### config.mk
export PLATFORM = sky130hd
export DESIGN_NAME = tl_a_channel_arbiter
export DESIGN_NICKNAME = d
export VERILOG_FILES = /design/src/rtl/tl_arb_pkg.sv /design/src/rtl/rr_pick.sv /design/src/rtl/tl_a_channel_arbiter.sv
export SDC_FILE = /design/constraint.sdc
export NUM_CORES = 1
export LEC_CHECK = 0
export ABC_AREA = 1
export BUFFER_PORTS_ARGS = -buffer_cell sky130_fd_sc_hd__buf_2
export CAP_MARGIN = 5
export CORE_AREA = 2 2 233 235
export CTS_BUF_LIST = sky130_fd_sc_hd__clkbuf_4 sky130_fd_sc_hd__clkbuf_8
export DETAILED_ROUTE_END_ITERATION = 12
export DIE_AREA = 0 0 235 237
export SLEW_MARGIN = 20
export SYNTH_ARGS = -nofsm -noshare
export SYNTH_HDL_FRONTEND = slang
export SYNTH_HIERARCHICAL = 1
export SYNTH_SLANG_ARGS = --single-unit
### constraint.sdc
create_clock -name clock -period 5.4 [get_ports clock]
set_input_delay 1.08 -clock clock [delete_from_list [all_inputs] [get_ports clock]]
set_output_delay 1.08 -clock clock [all_outputs]
set_load 0.005 [all_outputs]
### src/rtl/tl_arb_pkg.sv
// Shared types and helpers for the TileLink A-channel arbiter.
package tl_arb_pkg;

    // TL-UH A-channel opcodes the arbiter cares about
    localparam logic [2:0] OP_PUT_FULL    = 3'd0;
    localparam logic [2:0] OP_PUT_PARTIAL = 3'd1;
    localparam logic [2:0] OP_GET         = 3'd4;

    // log2 of the beat width in bytes (64-bit beats) and the largest size handled
    localparam logic [2:0] LG_BEAT_BYTES = 3'd3;
    localparam logic [2:0] MAX_SIZE      = 3'd6;

    typedef enum logic [1:0] {
        IDLE,
        HOLD,
        BURST
    } state_e;

    // Number of A beats carried by a message; only Puts larger than a beat span several
    function automatic logic [3:0] beats_of(input logic [2:0] opcode, input logic [2:0] size);
        logic [2:0] sz;
        sz = (size > MAX_SIZE) ? MAX_SIZE : size;
        if ((opcode == OP_PUT_FULL || opcode == OP_PUT_PARTIAL) && sz > LG_BEAT_BYTES)
            return 4'd1 << (sz - LG_BEAT_BYTES);
        return 4'd1;
    endfunction

endpackage

### src/rtl/rr_pick.sv
// Combinational round-robin picker: first valid requester after last_i, wrapping.
module rr_pick #(
    parameter int unsigned N     = 4,
    parameter int unsigned IDX_W = 2
) (
    input  logic [N-1:0]     valid_i,
    input  logic [IDX_W-1:0] last_i,
    output logic [N-1:0]     grant_o,
    output logic [IDX_W-1:0] idx_o,
    output logic             any_o
);

    int unsigned last_u;

    // Scan indices above last_i first, then wrap to those at or below it
    always_comb begin
        grant_o = '0;
        idx_o   = '0;
        any_o   = 1'b0;
        last_u  = 32'(last_i);
        for (int unsigned c = 0; c < N; c++) begin
            if (valid_i[c] && c > last_u && !any_o) begin
                any_o      = 1'b1;
                grant_o[c] = 1'b1;
                idx_o      = IDX_W'(c);
            end
        end
        for (int unsigned c = 0; c < N; c++) begin
            if (valid_i[c] && c <= last_u && !any_o) begin
                any_o      = 1'b1;
                grant_o[c] = 1'b1;
                idx_o      = IDX_W'(c);
            end
        end
    end

endmodule

### src/rtl/tl_a_channel_arbiter.sv
// Shares one TL-UH master port among NUM_IN requesters: round-robin A arbitration
// with grant lock across stalls and multi-beat Puts, D routed by source prefix.
module tl_a_channel_arbiter
    import tl_arb_pkg::*;
#(
    parameter int unsigned NUM_IN = 4,
    parameter int unsigned SRC_W  = 5,
    parameter int unsigned ADDR_W = 25,
    parameter int unsigned DATA_W = 64
) (
    input  logic                         clock,
    input  logic                         reset,
    input  logic [NUM_IN-1:0]            in_a_valid,
    output logic [NUM_IN-1:0]            in_a_ready,
    input  logic [NUM_IN*3-1:0]          in_a_opcode,
    input  logic [NUM_IN*3-1:0]          in_a_param,
    input  logic [NUM_IN*3-1:0]          in_a_size,
    input  logic [NUM_IN*SRC_W-1:0]      in_a_source,
    input  logic [NUM_IN*ADDR_W-1:0]     in_a_address,
    input  logic [NUM_IN*(DATA_W/8)-1:0] in_a_mask,
    input  logic [NUM_IN*DATA_W-1:0]     in_a_data,
    output logic                         out_a_valid,
    input  logic                         out_a_ready,
    output logic [2:0]                   out_a_opcode,
    output logic [2:0]                   out_a_param,
    output logic [2:0]                   out_a_size,
    output logic [SRC_W+1:0]             out_a_source,
    output logic [ADDR_W-1:0]            out_a_address,
    output logic [DATA_W/8-1:0]          out_a_mask,
    output logic [DATA_W-1:0]            out_a_data,
    input  logic                         out_d_valid,
    output logic                         out_d_ready,
    input  logic [SRC_W+1:0]             out_d_source,
    output logic [NUM_IN-1:0]            in_d_valid,
    input  logic [NUM_IN-1:0]            in_d_ready,
    output logic [SRC_W-1:0]             in_d_source,
    output logic                         d_route_err
);

    localparam int unsigned IDX_W = 2;
    localparam int unsigned MW    = DATA_W / 8;

    state_e             state_q, state_d;
    logic [IDX_W-1:0]   last_q, last_d;
    logic [IDX_W-1:0]   grant_q, grant_d;
    logic [2:0]         beats_q, beats_d;
    logic               derr_q, derr_d;

    logic [NUM_IN-1:0]  pick_grant;
    logic [IDX_W-1:0]   pick_idx;
    logic               pick_any;
    logic [IDX_W-1:0]   act_idx;
    logic               req_valid;
    logic               fire;
    logic [3:0]         beats;
    logic [3:0]         beats_m1;
    logic [SRC_W-1:0]   req_source;
    logic [IDX_W-1:0]   d_idx;
    logic               d_hit;

    rr_pick #(.N(NUM_IN), .IDX_W(IDX_W)) u_pick (
        .valid_i (in_a_valid),
        .last_i  (last_q),
        .grant_o (pick_grant),
        .idx_o   (pick_idx),
        .any_o   (pick_any)
    );

    // A datapath: mux the active requester onto the master port, forced idle in reset
    always_comb begin
        act_idx       = (state_q == IDLE) ? pick_idx : grant_q;
        req_valid     = 1'b0;
        req_source    = '0;
        out_a_opcode  = '0;
        out_a_param   = '0;
        out_a_size    = '0;
        out_a_address = '0;
        out_a_mask    = '0;
        out_a_data    = '0;
        in_a_ready    = '0;
        for (int unsigned i = 0; i < NUM_IN; i++) begin
            if (act_idx == IDX_W'(i)) begin
                req_valid     = in_a_valid[i];
                out_a_opcode  = in_a_opcode[i*3 +: 3];
                out_a_param   = in_a_param[i*3 +: 3];
                out_a_size    = in_a_size[i*3 +: 3];
                req_source    = in_a_source[i*SRC_W +: SRC_W];
                out_a_address = in_a_address[i*ADDR_W +: ADDR_W];
                out_a_mask    = in_a_mask[i*MW +: MW];
                out_a_data    = in_a_data[i*DATA_W +: DATA_W];
                if (state_q != IDLE)
                    in_a_ready[i] = out_a_ready;
            end
        end
        if (state_q == IDLE)
            in_a_ready = pick_grant & {NUM_IN{out_a_ready}};
        out_a_valid  = (state_q == IDLE) ? pick_any : req_valid;
        out_a_source = {act_idx, req_source};
        if (reset) begin
            out_a_valid = 1'b0;
            in_a_ready  = '0;
        end
        fire     = out_a_valid & out_a_ready;
        beats    = beats_of(out_a_opcode, out_a_size);
        beats_m1 = beats - 4'd1;
    end

    // Grant FSM: lock through a stalled first beat and through every Put beat
    always_comb begin
        state_d = state_q;
        last_d  = last_q;
        grant_d = grant_q;
        beats_d = beats_q;
        unique case (state_q)
            IDLE: begin
                grant_d = pick_idx;
                if (pick_any) begin
                    if (!fire) begin
                        state_d = HOLD;
                    end else if (beats != 4'd1) begin
                        state_d = BURST;
                        beats_d = beats_m1[2:0];
                    end else begin
                        last_d = pick_idx;
                    end
                end
            end
            HOLD: begin
                if (fire) begin
                    if (beats != 4'd1) begin
                        state_d = BURST;
                        beats_d = beats_m1[2:0];
                    end else begin
                        state_d = IDLE;
                        last_d  = grant_q;
                    end
                end
            end
            BURST: begin
                if (fire) begin
                    if (beats_q == 3'd1) begin
                        state_d = IDLE;
                        last_d  = grant_q;
                    end
                    beats_d = beats_q - 3'd1;
                end
            end
            default: state_d = IDLE;
        endcase
    end

    // D routing by the source prefix; unknown prefixes are drained and flagged
    always_comb begin
        d_idx       = out_d_source[SRC_W+1:SRC_W];
        d_hit       = 1'b0;
        in_d_valid  = '0;
        out_d_ready = 1'b0;
        for (int unsigned i = 0; i < NUM_IN; i++) begin
            if (d_idx == IDX_W'(i)) begin
                d_hit         = 1'b1;
                in_d_valid[i] = out_d_valid;
                out_d_ready   = in_d_ready[i];
            end
        end
        if (!d_hit)
            out_d_ready = 1'b1;
        derr_d = out_d_valid & ~d_hit;
        if (reset) begin
            in_d_valid  = '0;
            out_d_ready = 1'b0;
        end
    end

    assign in_d_source = out_d_source[SRC_W-1:0];
    assign d_route_err = derr_q;

    // State registers; last grant resets to the top index so port 0 wins first
    always_ff @(posedge clock or posedge reset) begin
        if (reset) begin
            state_q <= IDLE;
            last_q  <= IDX_W'(NUM_IN - 1);
            grant_q <= '0;
            beats_q <= '0;
            derr_q  <= 1'b0;
        end else begin
            state_q <= state_d;
            last_q  <= last_d;
            grant_q <= grant_d;
            beats_q <= beats_d;
            derr_q  <= derr_d;
        end
    end

endmodule

After elaboration in Yosys (flattened, before gate mapping):

Cells that the tools add are included.

* bits in registers: 10
* logic and storage cells: 171

* shifts and indexed selects: 1
* $add $sub $neg: 3
* bitwise operators: 4
* reductions and logical operators: 29
* eq/ne operators: 19
* mux-type cells: 102
* order comparisons: 8

Operators by type and width (number)
* $mux W64: 4
* $mux W25: 4
* $mux W3: 17
* $mux W2: 21
* $mux W1: 40
* $mux W8: 4
* $mux W4: 5
* $mux W5: 4
* $ne A2 B2 Y1 const B: 7
* $logic_and A1 B1 Y1: 13
* $pmux W2 S3: 2
* $eq A2 B2 Y1 const B: 5
* $pmux W3 S3: 1
* $reduce_and A8 Y1: 1
* $eq A2 B1 Y1 const B: 3
* $eq A3 B1 Y1 const B: 2
* $logic_not A1 Y1: 6
* $logic_not A2 Y1: 3
* $sub A3 B1 Y3 const B: 2
* $reduce_and A5 Y1: 1
* $and A4 B4 Y4: 1
* $gt A2 B2 Y1 const A: 2
* $le A2 B2 Y1 const A: 2
* $ne A4 B1 Y1 const B: 1
* 14 further kinds: 15

Logic depth before layout (Yosys ltp):

Gate-level depths: netlist (run 1).

* depth in word-level cells: 38
* depth in mapped cells: 22
* gate-level depth less buffers: 22

By module:

The synthesis (run 1) kept the hierarchy.

By module, submodules not included
* tl_a_channel_arbiter: seq. area each 252.7 sq um, area each 3945.0 sq um, cells an instance 790, times used 1
* rr_pick: seq. area each 0.0 sq um, area each 151.4 sq um, cells an instance 33, times used 1

Worst setup path before layout (run 1):

OpenSTA, ideal clock, no wires.

* path kind: input-to-output
* from: in in_a_valid[0]
* to: out out_a_address[0]
* stages: 14
* arrival time: 2.605 ns
* path slack: 1.715 ns
* required time: 4.320 ns
* cells stage by stage: inv_1 nand4_2 nor2_2 nand2_1 nand2_1 inv_1 nand2_1 nand2_2 buf_6 nor2_4 buf_2 buf_2 nand2_1 nand4_1

* word-level cells in the longest chain between the ends: 17
* elaborated cells between the ends (all ways): 23
* classes of those cells: eq/ne: 3; mux: 12; reduce/logical: 8

RTL lines
* from (decl): line tl_a_channel_arbiter.sv:13 `input logic [NUM_IN-1:0] in_a_valid,`
* $logic_and A1 B1 Y1 *: line rr_pick.sv:29 `if (valid_i[c] && c <= last_u && !any_o) begin`
* $mux W1: line rr_pick.sv:29
* $logic_not A1 Y1: line rr_pick.sv:29
* $logic_and A1 B1 Y1: line rr_pick.sv:29
* $mux W1: line rr_pick.sv:29
* $logic_not A1 Y1: line rr_pick.sv:29
* $logic_and A1 B1 Y1: line rr_pick.sv:29
* $mux W1: line rr_pick.sv:29
* $logic_not A1 Y1: line rr_pick.sv:29
* $logic_and A1 B1 Y1: line rr_pick.sv:29
* $mux W2 *: line rr_pick.sv:29
* via pick_idx[1]: line tl_a_channel_arbiter.sv:50 `logic [IDX_W-1:0] pick_idx;`
* $mux W2 *
* $logic_not A2 Y1: line tl_a_channel_arbiter.sv:82 `if (act_idx == IDX_W'(i)) begin`
* $mux W25 (3 in a row): line tl_a_channel_arbiter.sv:82
* $mux W25 *: line tl_a_channel_arbiter.sv:82
* to (decl): line tl_a_channel_arbiter.sv:28 `output logic [ADDR_W-1:0] out_a_address,`

The timed path passes the listed nets; every way through them passes the cells marked *.

Worst setup path after layout (run 1):

* from: in in_a_valid[0]
* to: out out_a_data[0]

* word-level cells in the longest chain between the ends: 17
* elaborated cells between the ends (all ways): 23
* classes of those cells: eq/ne: 3; mux: 12; reduce/logical: 8

RTL lines
* $logic_and A1 B1 Y1 *: line rr_pick.sv:29
* $mux W1: line rr_pick.sv:29
* $logic_not A1 Y1: line rr_pick.sv:29
* $logic_and A1 B1 Y1: line rr_pick.sv:29
* $mux W1: line rr_pick.sv:29
* $logic_not A1 Y1: line rr_pick.sv:29
* $logic_and A1 B1 Y1: line rr_pick.sv:29
* $mux W1: line rr_pick.sv:29
* $logic_not A1 Y1: line rr_pick.sv:29
* $logic_and A1 B1 Y1: line rr_pick.sv:29
* $mux W2 *: line rr_pick.sv:29
* via pick_idx[1]: line tl_a_channel_arbiter.sv:50
* $mux W2 *
* $logic_not A2 Y1: line tl_a_channel_arbiter.sv:82
* $mux W64 (3 in a row): line tl_a_channel_arbiter.sv:82
* $mux W64 *: line tl_a_channel_arbiter.sv:82
* to (decl): line tl_a_channel_arbiter.sv:30 `output logic [DATA_W-1:0] out_a_data,`

Marks and branches as above.

==> results by group, run 1 <==
Route
  – Via count: 7803
  – TritonRoute pass-1 iters: 5
  – DR iter-0 viols: roughly 500
  – Number of vias per cell: 3.799
  – Wire length per cell: 16.23 um
  – DRC: 0
  – WL final: about 33000 um
  – Antenna Nets Post-Route: 0

Placed design
  – Input/output buffers: 581
  – Placed Area: 7707 sq um
  – Placed insts: 2046
  – Detailed placer's ending HPWL: 28890 um
  – Final GP Congestion: 0.8501
  – Post-place setup slack: roughly 650 ps

Clock network
  – Later-pin clock latency in the skew report: 240 ps
  – Reg clk slew, reported paths: 50 ps
  – Post-CTS Repair Setup Buffers: 0
  – TritonCTS Sinks: 10
  – Hold buffers post-CTS: 0
  – Post-cts resize count: 0
  – Clock buffer depth: 2
  – TritonCTS clock tree: built
  – Num CTS Buffers: 3
  – Clock root cell: clkbuf_8
  – H-tree depth: 1

Worst setup path
  – Highest cell delay on the worst timing path: 500 ps
  – CP Depth: 14
  – Critical path type: in -> out
  – CP Launch Type: input pin
  – Cell with the largest stage delay on the worst path: buf_4
  – Crit path top cell by count: nand2_1
  – Critical path data arrival time: about 3600 ps
  – Crit path capture type: output pin
  – Cell chain of the critical path: buf_2 -> inv_1 -> nand4_2 -> nor2_2 -> nand2_1 -> nand2_1 -> inv_1 -> nand2_1 -> nand2_4 -> nor2_4 -> buf_4 -> nand2_1 -> nand4_1 -> buf_2
  – CP Buf/Inv Count: 5
  – CP Data Required Time: ~4300 ps
  – CP max FO: 51
  – Crit path max-delay family: simple AND/OR/NAND/NOR gates
  – R2R depth: 21

Global routing
  – Largest net degree at the start of global routing: 58
  – Vias in the first global route: 7316
  – GR Overflow Total: 0
  – Global-route wire length before repair: between 40000 and 50000 um
  – Initial antenna violation count: 11
  – GRT Total Usage: 0.1105

Logic synthesis
  – Syn Std Cell Area: 4096 sq um
  – Part of the Yosys area used for sequential elements: 0.06170
  – Synth Area in Compound Gates: 0.02657
  – Yosys cell types: 31
  – Largest family of logic cells by synthesized area: simple AND/OR/NAND/NOR gates
  – Yosys warning count: 6
  – Syn avg cell area: 4.977 sq um
  – Post-synthesis simple-gate area fraction: 0.7731
  – Post-Synthesis Cells: 823
  – Synth Flop Type: dfrtp_1
  – Syn Nets: 1294
  – Post-synthesis register bit count: 10
  – Adder-cell share of the synthesized area: 0.02443
  – Post-synthesis mux area share: 0
  – Synth Area in XOR/XNOR: 0.002138
  – EDFF count, synth: 0
  – Async SR Flop Fraction: 1.000

STA
  – Hold Fails Final Rpt: 0
  – Slew @ Worst Pin: approximately 650 ps
  – Clk_skew: 1.741 ps
  – Peak Freq: 214.3 MHz
  – RSZ-0062 raised after global routing: no
  – Final WS setup: 733.1 ps
  – Final worst-path cycle share: 0.8642
  – Post-route setup TNS: 0 ps
  – Slew margin rel.: 0.5657
  – Tmin final: around 4700 ps
  – # setup viols final: 0
  – Slew Limit Fails: 0

Power
  – Leakage power: 0.004161 uW
  – Sequential power share: 0.027
  – Pwr/cell area: 644.7 nW/um^2
  – Part of the power in combinational logic: 0.954
  – Clk pwr share: 0.019
  – Internal power: 1798 uW
  – Net Sw Power: 3213 uW
  – Max IR drop VDD: 0.0003804 V
  – Switch share: 0.6412

Floorplan
  – Die H: 237 um
  – FP Rows: 85
  – Core area: between 50000 and 60000 sq um
  – Die width: 235 um
  – I/O Pins: 592
  – Die area: 55700 sq um
  – Starting Density: 0.07688

Layout
  – Final Cell Area: 7772 sq um
  – Layout cell share with drive strength beyond 1: 0.4712
  – FILL cells: 6316
  – Fin nets: around 1800
  – Layout area overhead: 89.74%
  – Commonest non-fill, non-tap cell in the layout: buf_2
  – Fin cells: 2054
  – Most frequent cells in the layout: buf_2, nand2_1, nand3_1

Status
  – Outcome: completed

Job
  – Max-Cap Viols: 0

Min path
  – Worst hold path cell count: 2
  – Worst hold path type: reg -> reg
-- through the flow --
step / hold WS [ps] / power (uW) / utilization
after global routing: 507.8 / 5535 / 0.1458
after detailed placement: 470.2 / 5037 / 0.1447
final: 475.9 / 5011 / 0.1459
after CTS: 479.3 / 5156 / 0.1457
after floorplan: 456.0 / 2734 / -
after global placement: 470.0 / 5034 / 0.1447
-- worst reg2reg max path: stages, from the launching register on --
cell and delay [ps]:
dfstp_2 570, nor2_1 60, nand2_1 110, nand2_1 110, nor2_1 100, nand3_1 90, nand3_1 170, nand2_4 70
nand2_4 430, nand2_4 120, inv_4 430, nand2_1 110, nand2_1 210, nand2_2 120, nor2_8 130, nand3_1 120
ha_1 210, o21bai_1 150, nand3_1 90, nand2_1 60, nand2_1 50, nand2_1 50
-- kinds of logic (layout without fill, tap and decap cells) --
family,after synthesis,after routing
xor gates and xnor gates,1,1
buffers and inverters,102,633
AOI/OAI and AO/OA,20,20
DFF,10,10
adders and majority gates,8,8
and+or+nand+nor,681,681
other,1,5
-- per-layer routing --
metal	track usage	wire, um
met1	0.1361	13260
met5	0	61
met4	0.02551	778
met2	0.1911	15980
met3	0.02949	3270
-- state kept, by name (all words and copies together) (netlist names) --
signal and cells:
last_q 2, state_q 2, beats_q 3, grant_q 2
d_route_err 1
-- Yosys cell counts (all sizes together), types with 2 or more instances --
cell type | number | area (sq um)
nand2 | 401 | 1603
nand3 | 135 | 690.7
nand4 | 111 | 700.7
clkbuf | 39 | 146.4
inv | 36 | 135.1
nor2 | 30 | 151.4
buf | 27 | 173.9
o21ai | 15 | 78.83
dfrtp | 8 | 200.2
ha | 8 | 100.1
a21oi | 3 | 15.01
nor3 | 3 | 15.01
dfstp | 2 | 52.55
-- final timing paths --
kind                                  startpoint  slack [ps]                     end
setup / recovery                   in_a_valid[0]         730           out_a_data[0]
hold / removal             last_q[0]$_DFFE_PP1P_         480   last_q[0]$_DFFE_PP1P_
setup reg to reg           last_q[1]$_DFFE_PP1P_        1730  beats_q[2]$_DFFE_PP0P_
hold reg to reg            last_q[0]$_DFFE_PP1P_         480   last_q[0]$_DFFE_PP1P_
max in group asynchronous                  reset        4140   last_q[0]$_DFFE_PP1P_
min in group asynchronous                  reset         900  beats_q[2]$_DFFE_PP0P_
-- power groups by stage --
stage | Clock (uW) | Sequential [uW] | Combinational (uW)
floorplan | 0 | 132 | 2600
global placement | 0 | 138 | 4900
detailed placement | 0 | 138 | 4900
CTS | 99.3 | 137 | 4920
global route | 104 | 141 | 5290
finish | 94.9 | 137 | 4780
-- cell type report --
cell class	count	area, sq um	share of cell area
multi-input cells	711	3398	0.4372
repair buffers	593	3048	0.3921
well taps	696	870.8	0.1120
flip-flops and latches	10	252.7	0.03252
inverters	36	137.6	0.01771
clock buffers	4	55.05	0.007083
diodes	4	10.01	0.001288
Note: power is estimated with default switching activity, not from simulation.
==> inputs of run 2 (changes only) <==
--- a/config.mk
+++ b/config.mk
@@ -5,13 +5,12 @@
 export SDC_FILE = /design/constraint.sdc
 export NUM_CORES = 1
 export LEC_CHECK = 0
-export ABC_AREA = 1
 export BUFFER_PORTS_ARGS = -buffer_cell sky130_fd_sc_hd__buf_2
 export CAP_MARGIN = 5
-export CORE_AREA = 2 2 233 235
+export CORE_AREA = 2 2 227 229
 export CTS_BUF_LIST = sky130_fd_sc_hd__clkbuf_4 sky130_fd_sc_hd__clkbuf_8
 export DETAILED_ROUTE_END_ITERATION = 12
-export DIE_AREA = 0 0 235 237
+export DIE_AREA = 0 0 229 231
 export SLEW_MARGIN = 20
 export SYNTH_ARGS = -nofsm -noshare
 export SYNTH_HDL_FRONTEND = slang
==> run 2 against run 1 <==
  * Global-route usage grew 0.42 points
  * Fmax grew 2.5%
  * Clock skew is essentially flat
  * Critical path type unchanged
  * Largest cell class unchanged
==> results by group, run 2 <==
Status
  – Outcome: completed

Logic synthesis
  – Post-synth top cells: nand2_1, a31oi_1, and3_1, clkbuf_1, nor2_1
  – Yosys warning count: 6
  – Syn Std Cell Area: 4753 sq um
  – Post-synthesis register bit count: 10
  – Synth Flop Type: dfrtp_1
  – Syn avg cell area: 5.252 sq um
  – Async SR Flop Fraction: 1.000
  – Syn Nets: 1376
  – Part of the Yosys area used for sequential elements: 0.05317
  – Synth area leaders: nand2_1, a31oi_1, and3_1, clkbuf_1, dfrtp_1
  – Top cell type's share of synthesized area: 0.3514
  – EDFF count, synth: 0
  – Yosys cell types: 63
  – Most frequent cell after synthesis: nand2_1
  – Synth area leader: nand2_1
  – Post-Synthesis Cells: 905

Clock network
  – Later-pin clock latency in the skew report: 230 ps
  – Clock root cell: clkbuf_8
  – TritonCTS clock tree: built
  – Hold buffers post-CTS: 0
  – Post-CTS Repair Setup Buffers: 0
  – H-tree depth: 1
  – TritonCTS Sinks: 10
  – Num CTS Buffers: 3
  – Post-cts resize count: 0
  – Reg clk slew, reported paths: roughly 50 ps
  – Clock buffer depth: 2

Route
  – Antenna Nets Post-Route: 0
  – Wire length per cell: 15.88 um
  – DRC: 0
  – TritonRoute pass-1 iters: 5
  – WL final: roughly 33000 um
  – Number of vias per cell: 3.993
  – DR iter-0 viols: 514
  – Via count: roughly 8400

Floorplan
  – Die H: roughly 230 um
  – Starting Density: 0.09379
  – Die width: 229 um
  – Die area: 52900 sq um
  – I/O Pins: 592
  – Core area: 50680 sq um
  – FP Rows: slightly above 80

Power
  – Leakage power: 0.004612 uW
  – Max IR drop VDD: 0.0003808 V
  – Pwr/cell area: 642.9 nW/um^2

STA
  – Final WS setup: around 850 ps
  – Slew @ Worst Pin: about 770 ps
  – Slew margin rel.: 0.4877
  – Post-route setup TNS: 0 ps
  – Slew Limit Fails: 0
  – Clk_skew: roughly 1.3 ps
  – RSZ-0062 raised after global routing: no
  – Hold Fails Final Rpt: 0
  – Tmin final: 4552 ps
  – Final worst-path cycle share: 0.8430
  – Peak Freq: 219.7 MHz
  – # setup viols final: 0

Layout
  – Commonest non-fill, non-tap cell in the layout: buf_2
  – Fin nets: 1889
  – Max reg flops: 3
  – Finished Core Util: 0.1650
  – Layout cell share with drive strength beyond 1: 0.4361
  – Most frequent cells in the layout: buf_2, nand2_1, a31oi_1
  – Fin cells: 2100
  – Layout area overhead: 75.91%
  – FILL cells: 6069
  – Register with the most flip-flops: beats_q

Job
  – Max-Cap Viols: 0

Worst setup path
  – Critical path type: in -> out
  – Critical path data arrival time: 3470 ps
  – CP Launch Type: input pin
  – CP max FO: between 100 and 150
  – CP Data Required Time: around 4300 ps
  – Crit path capture type: output pin

Global routing
  – Largest net degree at the start of global routing: between 100 and 150
  – Vias in the first global route: between 7000 and 8000
  – GR Overflow Total: 0
  – Global-route wire length before repair: 47100 um
  – Initial antenna violation count: 9
  – GRT Total Usage: 0.1147

Placed design
  – Final GP Congestion: 0.9144
  – Post-place setup slack: 836.2 ps
  – Detailed placer's ending HPWL: 27620 um
  – Input/output buffers: 581
  – Placed insts: roughly 2100

Min path
  – Worst hold path type: reg -> reg
==> run 2: through the flow <==
stage | power (uW) | area [sq um] | hold slack (ps)
2_1_floorplan | 3080 | 4753 | 509.4
3_3_place_gp | 5322 | 8299 | 571.6
3_5_place_dp | 5317 | 8299 | 565.8
4_1_cts | 5431 | 8354 | 587.0
5_1_grt | 5898 | 8359 | 618.1
6_report | 5376 | 8362 | 576.7
==> run 2: power by group <==
part | internal, uW | switching [uW] | total [uW]
Clock | 64.3 | 31.0 | 95.3
Sequential | 116 | 56.9 | 173
Combinational | 1970 | 3140 | 5110
Total | 2150 | 3230 | 5380
==> run 2: path summary, 6_finish.rpt <==
check,cells past startpoint,endpoint,start,slack (ps)
max,11,out_a_address[6],in_a_valid[1],850
min,2,beats_q[1]$_DFFE_PP0P_,beats_q[1]$_DFFE_PP0P_,580
max reg2reg,16,last_q[0]$_DFFE_PP1P_,state_q[0]$_DFFE_PP0P_,1260
min reg2reg,2,beats_q[1]$_DFFE_PP0P_,beats_q[1]$_DFFE_PP0P_,580
max in group asynchronous,2,last_q[0]$_DFFE_PP1P_,reset,4150
min in group asynchronous,2,d_route_err$_DFF_PP0_,reset,910
==> run 2: kinds of logic (layout without fill, tap and decap cells) <==
| group | count (synthesis) | after routing | share of synthesized area |
|---|---|---|---|
| compound gates | 157 | 157 | 0.2190 |
| fa+ha+maj | 8 | 8 | 0.02106 |
| buf+inv | 102 | 614 | 0.09160 |
| flops | 10 | 10 | 0.05317 |
| mux | 19 | 19 | 0.05212 |
| other cells | 1 | 4 | 0.0007889 |
| simple gates | 608 | 608 | 0.5623 |
==> run 2: area by class of cell <==
class                      count  area, sq um  share of cell area
inverter                      17        70.07            0.008379
timing repair buffer         593         3060              0.3660
antenna                        3        7.507           0.0008978
tap                          680        850.8              0.1018
clock buffer                   4        55.05            0.006584
multi-input combinational    793         4065              0.4862
sequential                    10        252.7             0.03023
==> run 2: worst max-delay path: stages <==
cell,delay [ps]
buf_2,160
o21ai_1,130
o21ai_1,90
a211oi_2,360
mux2i_4,170
inv_6,180
buf_12,340
nand2_1,90
and3_1,200
a31oi_1,300
buf_2,200
==> run 2: routing by layer <==
layer	share of wire	vias to the layer above	GRT usage
li1	-	4105	-
met1	0.40	3726	0.1468
met2	0.48	504	0.1963
met3	0.093	40	0.02582
met4	0.023	10	0.02394
met5	0.0017	-	0
==> inputs of run 3 (changes only) <==
==> constraint.sdc (replaced) <==
create_clock -name clock -period 4 [get_ports clock]
set_input_delay 0.8 -clock clock [delete_from_list [all_inputs] [get_ports clock]]
set_output_delay 0.8 -clock clock [all_outputs]
set_load 0.005 [all_outputs]
==> run 3 against run 2 <==
  * Clock power increased by 22%
  * Sequential share of layout area decreased by 0.14 points
  * Via count increased by 1.3%
  * Cell count increased by 1.6%
  * Hold slack got worse by 19 ps
  * Die area unchanged
  * Critical path depth decreased by 2
  * Sequential power increased by 27%
  * Largest cell class unchanged
  * Largest power group unchanged
==> results by group, run 3 (synthesis gave the netlist of run 2 again) <==
Status
  – Outcome: completed

Layout
  – Commonest non-fill, non-tap cell in the layout: buf_2
  – Fin nets: 1922
  – Most frequent cells in the layout: buf_2, nand2_1, and3_1
  – Register with the most flip-flops: beats_q
  – FILL cells: 6020
  – Multi-input gate area: 4120 sq um
  – Layout cell share with drive strength beyond 1: 0.4531
  – Max reg flops: 3
  – Layout area overhead: 84.18%
  – FF+latch area: 252.7 sq um

Floorplan
  – Starting Density: 0.09379
  – FP Rows: 83
  – Core area: 50680 sq um
  – Die H: ~230 um
  – I/O Pins: roughly 590
  – Die width: 229 um
  – Die area: roughly 53000 sq um

Global routing
  – Largest net degree at the start of global routing: 96
  – GRT Total Usage: 0.1139
  – GR Overflow Total: 0
  – Global-route wire length before repair: 46690 um
  – Vias in the first global route: 7615
  – Initial antenna violation count: 8

Route
  – Antenna Nets Post-Route: 0
  – TritonRoute pass-1 iters: 5
  – DRC: 0
  – WL final: between 30000 and 40000 um
  – Wire length per cell: 15.86 um
  – DR iter-0 viols: 480
  – Number of vias per cell: 3.981
  – Via count: 8491

Worst setup path
  – Crit path capture type: output pin
  – Critical path data arrival time: 3030 ps
  – CP max FO: 95
  – Worst reg2reg endpoint: last_q[1]$_DFFE_PP1P_
  – Critical R2R Launch: state_q[0]$_DFFE_PP0P_
  – Critical path type: reg -> out
  – Reg2Reg Setup Slack: roughly 380 ps
  – R2R depth: 16
  – Critical path launch point: state_q[0]$_DFFE_PP0P_
  – CP Launch Type: flop
  – CP Data Required Time: 3200 ps
  – Crit path capture: out_a_data[53]

STA
  – Clk_skew: 5.134 ps
  – Slew Limit Fails: 0
  – RSZ-0062 raised after global routing: no
  – Final worst-path cycle share: 0.9576
  – Slew margin rel.: 0.5974
  – Post-route setup TNS: 0 ps
  – Peak Freq: 261.1 MHz
  – Tmin final: 3830 ps
  – Hold_ws: 557.9 ps
  – # setup viols final: 0
  – Slew @ Worst Pin: 603.9 ps
  – Final WS setup: 169.5 ps
  – Hold Fails Final Rpt: 0

Placed design
  – Detailed placer's ending HPWL: 28280 um
  – Final GP Congestion: approximately 0.91
  – Post-place setup slack: -220.5 ps
  – Input/output buffers: 581

Clock network
  – Clock root cell: clkbuf_8
  – H-tree depth: 1
  – Later-pin clock latency in the skew report: 230 ps
  – TritonCTS Sinks: 10
  – Clock buffer depth: 2
  – Hold buffers post-CTS: 0
  – Num CTS Buffers: 3
  – TritonCTS clock tree: built
  – Reg clk slew, reported paths: 50 ps

Power
  – Max IR drop VDD: 0.0003976 V
  – Leakage power: 0.004811 uW
  – Pwr/cell area: 893.8 nW/um^2

Min path
  – Worst hold path type: reg -> reg

Job
  – Max-Cap Viols: 0
run 3: how the worst min path moves through the flow:
stage / start / end / slack, ps / cells after the start
after CTS: beats_q[1]$_DFFE_PP0P_ / beats_q[1]$_DFFE_PP0P_ / 570 / 2
after detailed placement: beats_q[1]$_DFFE_PP0P_ / beats_q[1]$_DFFE_PP0P_ / 560 / 2
after global routing: beats_q[1]$_DFFE_PP0P_ / beats_q[1]$_DFFE_PP0P_ / 600 / 2
after floorplan: beats_q[1]$_DFFE_PP0P_ / beats_q[1]$_DFFE_PP0P_ / 510 / 2
final: beats_q[1]$_DFFE_PP0P_ / beats_q[1]$_DFFE_PP0P_ / 560 / 2
after global placement: beats_q[1]$_DFFE_PP0P_ / beats_q[1]$_DFFE_PP0P_ / 550 / 2
run 3: repair_timing:
item | in CTS | in global routing
cloned | 0 | 2
gates resized for setup | 5 | 5
endpoints found under the hold margin | 0 | 0
pin swaps | 0 | 1
setup endpoints to repair | 4 | 14
setup buffers | 0 | 1
run 3: metrics by stage:
stage / cell area, sq um / utilization / power, uW / cells
2_1_floorplan: 4753 / - / 4158 / 905
3_3_place_gp: 8574 / 0.1692 / 7584 / 2123
3_5_place_dp: 8574 / 0.1692 / 7610 / 2123
4_1_cts: 8657 / 0.1708 / 7795 / 2127
5_1_grt: 8755 / 0.1727 / 8571 / 2133
6_report: 8755 / 0.1727 / 7825 / 2133
run 3: critical path, stage by stage, from the launching register on:
cell and delay, ps:
dfrtp_1 410, inv_1 100, ha_1 480, mux2i_4 370
buf_4 230, buf_12 300, nand2_1 110, and3_1 180
a31oi_1 310, buf_2 190
run 3: layer usage:
metal | wire, um | up-vias | global-route usage | part of all wire
li1 | - | 4165 | - | -
met1 | 14190 | 3807 | 0.1451 | 0.42
met2 | 15610 | 465 | 0.1877 | 0.46
met3 | 2583 | 48 | 0.02322 | 0.076
met4 | 1405 | 6 | 0.04505 | 0.042
met5 | 34 | - | 0 | 0.0010
run 3: final cells by class:
class,instances,area share
antenna,3,0.0008575
clock buffer,4,0.005574
inverter,17,0.008003
multi-input combinational,793,0.4706
sequential,10,0.02887
tap,680,0.09718
timing repair buffer,626,0.3889
run 3: power breakdown:
part	total (uW)	switching [uW]	internal (uW)
registers	219	63.4	156
logic	7490	4420	3070
clock network	116	39.5	76.6
total	7830	4520	3300
